`src/rtl/tetris_field_engine.sv`:
```
// Tetris playfield engine: holds the stored field, moves one falling piece
// under gravity and horizontal strobes, locks it, then clears full rows one
// scanned row per cycle.
//
// state    | meaning
// ---------+---------------------------------------------------------------
// IDLE     | waiting for new_game after reset
// SPAWN    | piece_ready high, waiting for a piece to be offered
// FALL     | active piece moves on tick / left_i / right_i
// LOCK     | piece ORed into the stored field
// CLEAR    | scan rows bottom-up, removing full rows
// GAMEOVER | spawn position was blocked; field frozen until new_game
module tetris_field_engine #(
    parameter int COLS      = 10,
    parameter int ROWS      = 20,
    parameter int SPAWN_COL = 3
) (
    input  logic                   clk,
    input  logic                   reset_n,
    input  logic                   new_game,
    input  logic                   tick,
    input  logic                   left_i,
    input  logic                   right_i,
    input  logic                   piece_valid,
    input  logic [15:0]            piece_shape,
    output logic                   piece_ready,
    output logic [ROWS*COLS-1:0]   display_array,
    output logic [15:0]            lines_cleared,
    output logic                   gameover
);

    localparam int RW = $clog2(ROWS);
    localparam int CW = $clog2(COLS);

    typedef logic [ROWS-1:0][COLS-1:0] field_t;
    typedef enum logic [2:0] {IDLE, SPAWN, FALL, LOCK, CLEAR, GAMEOVER} state_t;

    state_t            state_q, state_d;
    field_t            field_q, field_d;
    field_t            active;
    logic [15:0]       shape_q, shape_d;
    logic signed [5:0] x_q, x_d;
    logic [5:0]        y_q, y_d;
    logic [RW-1:0]     scan_q, scan_d;
    logic [15:0]       lines_q, lines_d;

    // True if any set mask cell falls outside the field or on a stored cell.
    function automatic logic collides(input logic [15:0] shp, input int px,
                                      input int py, input field_t fld);
        logic hit;
        hit = 1'b0;
        for (int r = 0; r < 4; r++) begin
            for (int c = 0; c < 4; c++) begin
                if (shp[4'(r * 4 + c)]) begin
                    if ((py + r) >= ROWS || (px + c) < 0 || (px + c) >= COLS)
                        hit = 1'b1;
                    else if (fld[RW'(py + r)][CW'(px + c)])
                        hit = 1'b1;
                end
            end
        end
        return hit;
    endfunction

    // Field-shaped image of the piece; cells outside the field are dropped.
    function automatic field_t piece_cells(input logic [15:0] shp, input int px,
                                           input int py);
        field_t f;
        f = '0;
        for (int r = 0; r < 4; r++) begin
            for (int c = 0; c < 4; c++) begin
                if (shp[4'(r * 4 + c)] && (py + r) < ROWS &&
                    (px + c) >= 0 && (px + c) < COLS)
                    f[RW'(py + r)][CW'(px + c)] = 1'b1;
            end
        end
        return f;
    endfunction

    // Active piece rendered at its current position.
    always_comb begin
        active = piece_cells(shape_q, int'(x_q), int'(y_q));
    end

    // Next-state, datapath updates and Moore outputs.
    always_comb begin
        state_d     = state_q;
        field_d     = field_q;
        shape_d     = shape_q;
        x_d         = x_q;
        y_d         = y_q;
        scan_d      = scan_q;
        lines_d     = lines_q;
        piece_ready = 1'b0;
        gameover    = 1'b0;

        case (state_q)
            IDLE: begin
                if (new_game) begin
                    field_d = '0;
                    lines_d = '0;
                    state_d = SPAWN;
                end
            end
            SPAWN: begin
                piece_ready = 1'b1;
                if (piece_valid) begin
                    shape_d = piece_shape;
                    x_d     = 6'(SPAWN_COL);
                    y_d     = '0;
                    state_d = collides(piece_shape, SPAWN_COL, 0, field_q) ? GAMEOVER : FALL;
                end
            end
            FALL: begin
                // tick wins over moves; simultaneous left+right cancel out
                if (tick) begin
                    if (!collides(shape_q, int'(x_q), int'(y_q) + 1, field_q))
                        y_d = y_q + 6'd1;
                    else
                        state_d = LOCK;
                end else if (left_i && !right_i) begin
                    if (!collides(shape_q, int'(x_q) - 1, int'(y_q), field_q))
                        x_d = x_q - 6'sd1;
                end else if (right_i && !left_i) begin
                    if (!collides(shape_q, int'(x_q) + 1, int'(y_q), field_q))
                        x_d = x_q + 6'sd1;
                end
            end
            LOCK: begin
                field_d = field_q | active;
                scan_d  = RW'(ROWS - 1);
                state_d = CLEAR;
            end
            CLEAR: begin
                if (&field_q[scan_q]) begin
                    // drop everything above the full row; stay on it to rescan
                    for (int i = 1; i < ROWS; i++) begin
                        if (RW'(i) <= scan_q)
                            field_d[RW'(i)] = field_q[RW'(i - 1)];
                    end
                    field_d[0] = '0;
                    if (lines_q != 16'hFFFF)
                        lines_d = lines_q + 16'd1;
                end else if (scan_q == '0) begin
                    state_d = SPAWN;
                end else begin
                    scan_d = scan_q - RW'(1);
                end
            end
            GAMEOVER: begin
                gameover = 1'b1;
                if (new_game) begin
                    field_d = '0;
                    lines_d = '0;
                    state_d = SPAWN;
                end
            end
            default: state_d = IDLE;
        endcase
    end

    // State and datapath registers.
    always_ff @(posedge clk or negedge reset_n) begin
        if (!reset_n) begin
            state_q <= IDLE;
            field_q <= '0;
            shape_q <= '0;
            x_q     <= 6'(SPAWN_COL);
            y_q     <= '0;
            scan_q  <= '0;
            lines_q <= '0;
        end else begin
            state_q <= state_d;
            field_q <= field_d;
            shape_q <= shape_d;
            x_q     <= x_d;
            y_q     <= y_d;
            scan_q  <= scan_d;
            lines_q <= lines_d;
        end
    end

    // Piece overlay is only shown while it is falling.
    always_comb begin
        display_array = (state_q == FALL) ? (field_q | active) : field_q;
        lines_cleared = lines_q;
    end

endmodule

```
`config.mk`:
```
export PLATFORM = sky130hd
export DESIGN_NAME = tetris_field_engine
export DESIGN_NICKNAME = d
export VERILOG_FILES = /design/src/rtl/tetris_field_engine.sv
export SDC_FILE = /design/constraint.sdc
export NUM_CORES = 1
export LEC_CHECK = 0
export ABC_AREA = 1
export BUFFER_PORTS_ARGS = -buffer_cell sky130_fd_sc_hd__buf_2
export CAP_MARGIN = 10
export CORE_MARGIN = 3
export CORE_UTILIZATION = 30
export DETAILED_ROUTE_END_ITERATION = 7
export GPL_TIMING_DRIVEN = 0
export MAX_ROUTING_LAYER = met4
export PLACE_DENSITY_LB_ADDON = 0.2
export SETUP_SLACK_MARGIN = 0.02
export SYNTH_ARGS = -nofsm -noshare
export SYNTH_HDL_FRONTEND = slang
export SYNTH_SLANG_ARGS = --single-unit
```
`constraint.sdc`:
```
create_clock -name clk -period 4.83 [get_ports clk]
set_input_delay 0.966 -clock clk [delete_from_list [all_inputs] [get_ports clk]]
set_output_delay 0.966 -clock clk [all_outputs]
set_load 0.01 [all_outputs]
```
# ---- Word level (Yosys, flattened, before mapping)
# Index checks and enable logic that the tools add are counted.
# W data, S select, Z words.
dict set report word_totals {
  regBits 244
  in_bits 23
  output_inout_bits 218
  wordCells 550
}
dict set report op_classes {
  n_addsub 17
  n_lt_le_gt_ge 71
  n_eq_ne 35
  mux 281
  bitwise_logic 8
  reduce_logical 112
}
# operator n
set ops {}
lappend ops {{$mux W200} 10}
lappend ops {{$or A200 B200 Y200} 8}
lappend ops {{$pmux W160 S3} 1}
lappend ops {{$demux W10 S5} 8}
lappend ops {{$mux W10} 30}
lappend ops {{$ge A32 B5 Y1 const B} 8}
lappend ops {{$lt A32 B1 Y1 const B} 8}
lappend ops {{$bmux W10 S5} 4}
lappend ops {{$mux W1} 173}
lappend ops {{$mux W160} 1}
lappend ops {{$bmux W1 S4} 23}
lappend ops {{$pmux W40 S2} 1}
lappend ops {{$reduce_and A4 Y1} 17}
lappend ops {{$lt A4 B6 Y1 const B} 11}
lappend ops {{$ge A32 B1 Y1 const B} 2}
lappend ops {{$ge A32 B6 Y1 const B} 2}
lappend ops {{$lt A32 B5 Y1 const B} 2}
lappend ops {{$mux W6} 9}
lappend ops {{$ne A2 B2 Y1 const B} 25}
lappend ops {{$mux W16} 3}
lappend ops {{$logic_or A1 B1 Y1} 46}
lappend ops {{$le A4 B5 Y1 const A} 8}
lappend ops {{$add A32 B2 Y32 const B} 1}
lappend ops {{$add A7 B3 Y8 const B} 4}
lappend ops {{50 further kinds} 119}

# ---- Longest topological paths before layout
dict set report logic_depth {
  word_depth 47
  ltp_mapped 31
  depth_no_buf 28
}

# ---- Worst setup path after synthesis
# No wires, ideal clock.
dict set report synth_path {
  kind {reg-to-output}
  start {register x_q[0]}
  end {output port display_array[80]}
  t_arrival_ps 3738
  required_ps 3864
  setup_slack_ps 126
  stages_incl_launch_ff 20
  n_path_buf 3
  cell_sequence {dfstp_2 -> inv_2 -> clkbuf_1 -> clkbuf_1 -> ha_1 -> clkinv_1 -> clkbuf_1 -> ha_1 -> nor2_1 -> nor3_1 -> nand2_1 -> inv_1 -> nand3_1 -> inv_1 -> a21oi_1 -> nand2_1 -> nand2_1 -> inv_1 -> a22oi_1 -> o21ai_0}
}
dict set report synth_between {
  elab_chain_len 23
  elab_cells_between_ends 80
  classes_between {3 x add/sub; 16 x order compare; 33 x mux; 8 x bitwise; 20 x reduce/logical}
}
# item line
set synth_lines {}
lappend synth_lines {{start, declared} 42} ;# logic signed [5:0] x_q, x_d;
lappend synth_lines {{start signal, assigned} 168} ;# x_q <= 6'(SPAWN_COL);
lappend synth_lines {{$add A6 B2 Y7, or another cell as far along} 73} ;# (px + c) >= 0 && (px + c) < COLS)
lappend synth_lines {{$lt A4 B6 Y1, or another cell as far along} --}
lappend synth_lines {{$logic_and A1 B1 Y1 / $mux W1 (equally long branches)} --}
lappend synth_lines {{$mux W1 / $demux W1 S4 (equally long branches)} --}
lappend synth_lines {{$demux W1 S4 / $mux W10 (equally long branches)} --}
lappend synth_lines {{$mux W10 (not written as such) / $demux W10 S5 (equally long branches)} 74} ;# f[RW'(py + r)][CW'(px + c)] = 1'b1;
lappend synth_lines {{$demux W10 S5 / $mux W200 (equally long branches)} {74, 72}}
lappend synth_lines {{$or A200 B200 Y200 (no line)} --}
lappend synth_lines {{[... 7 more ...]} --}
lappend synth_lines {{$or A200 B200 Y200 (no line)} --}
lappend synth_lines {{$mux W200} 72} ;# if (shp[4'(r * 4 + c)] && (py + r) < ROWS &&
lappend synth_lines {{$or A200 B200 Y200 (no line)} --}
lappend synth_lines {{$mux W200} 72}
lappend synth_lines {{$or A200 B200 Y200 (no line)} --}
lappend synth_lines {{$mux W200 (*)} 72}
lappend synth_lines {{$or A200 B200 Y200 (*)} 185} ;# display_array = (state_q == FALL) ? (field_q | active) : field_q;
lappend synth_lines {{$mux W200 (*)} 185}
lappend synth_lines {{end, declared} 27} ;# output logic [ROWS*COLS-1:0] display_array,
# Every way passes the cells marked *; elsewhere a longest branch is shown, timed or not.

# ---- Worst setup path in the final report
dict set report layout_path {
  start {register y_q[2]}
  end {output port display_array[17]}
}
dict set report layout_between {
  elab_chain_len 21
  elab_cells_between_ends 66
  classes_between {1 x add/sub; 6 x order compare; 25 x mux; 8 x bitwise; 26 x reduce/logical}
}
# item line
set layout_lines {}
lappend layout_lines {{start, declared} 43} ;# logic [5:0] y_q, y_d;
lappend layout_lines {{start signal, assigned} 177} ;# y_q <= y_d;
lappend layout_lines {{$lt A5 B7 Y1 (not written as such), or another cell as far along} 74}
lappend layout_lines {{$logic_and A1 B1 Y1, on equally long branches} {74, 72}}
lappend layout_lines {{$mux W10 (not written as such) / $logic_and A1 B1 Y1 (equally long branches)} {74, 72}}
lappend layout_lines {{$demux W10 S5 / $logic_and A1 B1 Y1 (equally long branches)} {74, 73}}
lappend layout_lines {{$mux W200} 72}
lappend layout_lines {{$or A200 B200 Y200 (no line)} --}
lappend layout_lines {{$mux W200} 72}
lappend layout_lines {{$or A200 B200 Y200 (no line)} --}
lappend layout_lines {{[... 5 more ...]} --}
lappend layout_lines {{$or A200 B200 Y200 (no line)} --}
lappend layout_lines {{$mux W200} 72}
lappend layout_lines {{$or A200 B200 Y200 (no line)} --}
lappend layout_lines {{$mux W200} 72}
lappend layout_lines {{$or A200 B200 Y200 (no line)} --}
lappend layout_lines {{$mux W200 (*)} 72}
lappend layout_lines {{$or A200 B200 Y200 (*)} 185}
lappend layout_lines {{$mux W200 (*)} 185}
# Marks and branches as above.

==> results.yml <==
outcome:
  status: "finished with violations"
  violations: "setup timing"
placement:
  place_congestion: 1.15
  dp_hpwl_um: 143000
  numPortBuffers: 232
  place_ws_ns: -2.65
  placed_cell_area_um2: 26400
pwr:
  finalPower_mw: 28.0
  leakage_nw: 14.5
  peakVddDrop_mv: 0.501
  pwr_density_cell_nw_per_um2: 870
die:
  core-area_um2: 78000
  die-area_um2: 82800
  initial_core_util_pct: 30.5
  fp.dieW_um: 288
  num_rows: 102
  ios: 241
  fp.dieH_um: 288
min_path:
  hp-class: "input pin to asynchronous set/reset pin"
timing:
  setup_tns_ns: -11.94
  final_max_slew_viol_count: 0
  tightest_slew_ns: 1.41
  setup_viol: 113
  post-route-min-period_ns: 5.07
  maxSlewHeadroom_pct: 5.19
  period_share_pct: 105
  whs_ns: 0.288
  finalHoldViolations: 0
  setup_slack_ns: -0.243
  rsz0062_at_grt: "yes"
  finalClockSkew_ns: 0.0483
  max_freq_ghz: 0.197
route:
  initialDrtViolationCount: 5236
  drcViolationCount: 0
  wl_um: 187000
  via_per_inst: 6.21
  first_pass_iters: 7
  wire_per_inst_um: 33.7
  vias: 34427
  antenna_left: 0
yosys:
  ys_ff_latch: 244
  syn_area_um2: 23800
  netlist_instances: 4028
  async_reset_ff_share_pct: 100
  synth_edf_count: 0
  synth_flop_cell: "dfrtp_1"
  synth_nets: 4088
  seq_area_frac_synth_pct: 25.7
  synth_cell_types: 55
  synth_area_per_cell_um2: 5.91
  ys_warn_count: 0
critical_path:
  critPathArrivalTime_ns: 4.11
  crit_path_cell_trace: "buf_6 > nor2_2 > buf_4 > inv_1 > a21oi_4 > nand3_1 > o22ai_2 > a21oi_2 > o21ai_4 > buf_12 > buf_8 > clkinvlp_4 > o22ai_4 > nand2_1 > nand2_2 > buf_2"
  crit_buf_inv: 7
  crit_path_max_incr_delay_ns: 0.48
  cp_max_fo: 10
  crit_family: "buffers and inverters"
  worstRegToRegCells: 15
  critPathSlowestCell: "dfrtp_2"
  cp.depth: 16
  crit_type: "register to output pin"
  critPathRequiredTime_ns: 3.86
  critPathLaunchType: "register"
  endpoint_kind: "output pin"
grt:
  grt_pass1_wl_um: 254000
  grt_pass1_vias: 31760
  antenna_found_initial: 7
  track_usage_pct: 45.1
  grt_max_degree: 108
  overflow: 0
clock_tree:
  cts_hold_buf: 0
  cts_tree: "yes"
  clkLatencyLatePin_ns: 0.60
  htreeDepth: 2
  path_clk_slew_ns: 0.06
  cts.path.max_buffers: 3
  cts_buffers: 34
  root_buffer: "clkbuf_16"
  clock_sinks: 244
job:
  cap_viol_max_count: 0
layout:
  drive_gt1_share_pct: 22.0
  design_area_um2: 32100
  nets: 4529
  syn2layout_area_growth_pct: 35.0
[synth_stat cells, types with 9 or more instances]
master       n  share of area, %
nor2_2      15              0.39
o221ai_1    28               1.0
nand4_1     44               1.2
o22ai_1    167               4.4
xor2_1      25              0.92
nor2_1     315               5.0
nand3_1    441               9.3
a21oi_1    198               4.2
o21ai_1     63               1.3
nand2_2     12              0.32
and2_1      11              0.29
a22oi_1     74               2.3
ha_1        36               1.9
o21ai_0    297               6.2
dfrtp_1    242                25
buf_2       64               1.3
inv_1      409               6.4
nand2_1   1194                19
clkbuf_1   182               2.9
inv_2       29              0.46
buf_1        9              0.14
o211ai_1    33               1.0
nor3_1      33              0.69
[per-stage QoR]
stage / utilization [%] / instances
after floorplan: - / 4028
after global placement: 33.7 / 5300
after detailed placement: 33.8 / 5305
after CTS: 39.3 / 5467
after global routing: 41.2 / 5540
final: 41.2 / 5548
[kinds of logic after synthesis]
family                     share of synthesized area (%)
muxes                                              0.184
buffers and inverters                               11.7
and+or+nand+nor                                     37.5
adders and majority gates                           1.98
AOI/OAI and AO/OA                                   22.0
xor gates and xnor gates                           0.993
DFF                                                 25.7
[power by group]
part / internal [mW] / switching, mW / leakage [nW] / total, mW
Clock: 1.63 / 1.12 / 0.575 / 2.74
Sequential: 2.41 / 0.768 / 3.34 / 3.17
Combinational: 6.42 / 15.6 / 10.6 / 22.0
Total: 10.4 / 17.5 / 14.5 / 28.0
[layout by cell type (no fill, tap or decap), types with 44 or more instances in the layout]
master	instances
nand3_1	424
a22oi_2	62
clkbuf_1	149
dfrtp_1	238
buf_2	262
buf_4	124
nand2_1	1134
inv_1	384
o21ai_1	92
o22ai_1	107
nand4_1	44
o22ai_4	47
a21oi_1	193
o21ai_0	225
nor2_1	295
buf_6	49
[final timing paths]
check / from / slack (ns) / endpoint
worst min register to register: field_q[149]$_DFFE_PN0P_ / 0.50 / field_q[149]$_DFFE_PN0P_
max in group asynchronous: reset_n / 3.47 / x_q[2]$_DFFE_PN0P_
worst max-delay path: y_q[2]$_DFFE_PN0P_ / -0.24 / display_array[17]
min in group clk: field_q[149]$_DFFE_PN0P_ / 0.50 / field_q[149]$_DFFE_PN0P_
worst max register to register: scan_q[0]$_DFFE_PN0P_ / -0.08 / field_q[68]$_DFFE_PN0P_
worst min-delay path: reset_n / 0.29 / scan_q[2]$_DFFE_PN0P_
[final cells by class]
| type | instances | area [µm²] |
|---|---|---|
| Clock buffer | 50 | 1010 |
| Timing Repair Buffer | 407 | 3200 |
| Fill cell | 8474 | 45800 |
| Multi-Input combinational cell | 3074 | 17000 |
| Timing Repair inverter | 1 | 20.0 |
| Inverter | 445 | 1930 |
| Sequential cell | 244 | 6110 |
| Clock inverter | 11 | 166 |
| Antenna cell | 14 | 35.0 |
| Buffer | 262 | 1320 |
| Tap cell | 1040 | 1300 |
[per-layer routing]
layer / vias to the layer above / global-route usage (%) / share of wire [%]
met1: 16657 / 55.5 / 38
met3: 730 / 16.1 / 13
met2: 2694 / 63.0 / 41
met5: - / - / 0
met4: 0 / 26.6 / 7.9
li1: 14346 / - / -
[timing repair]
item,in CTS,in global routing
buffers inserted,99,69
gates cloned,3,0
pin swaps,77,89
gates resized for setup,547,227
setup endpoints to repair,281,287
[flip-flops by register name (all words and copies together), names as in the netlist]
register       cells
x_q                6
scan_q             5
field_q          200
y_q                6
lines_cleared     16
state_q            3
shape_q            8
No activity file was read; power rests on OpenSTA's default activity.
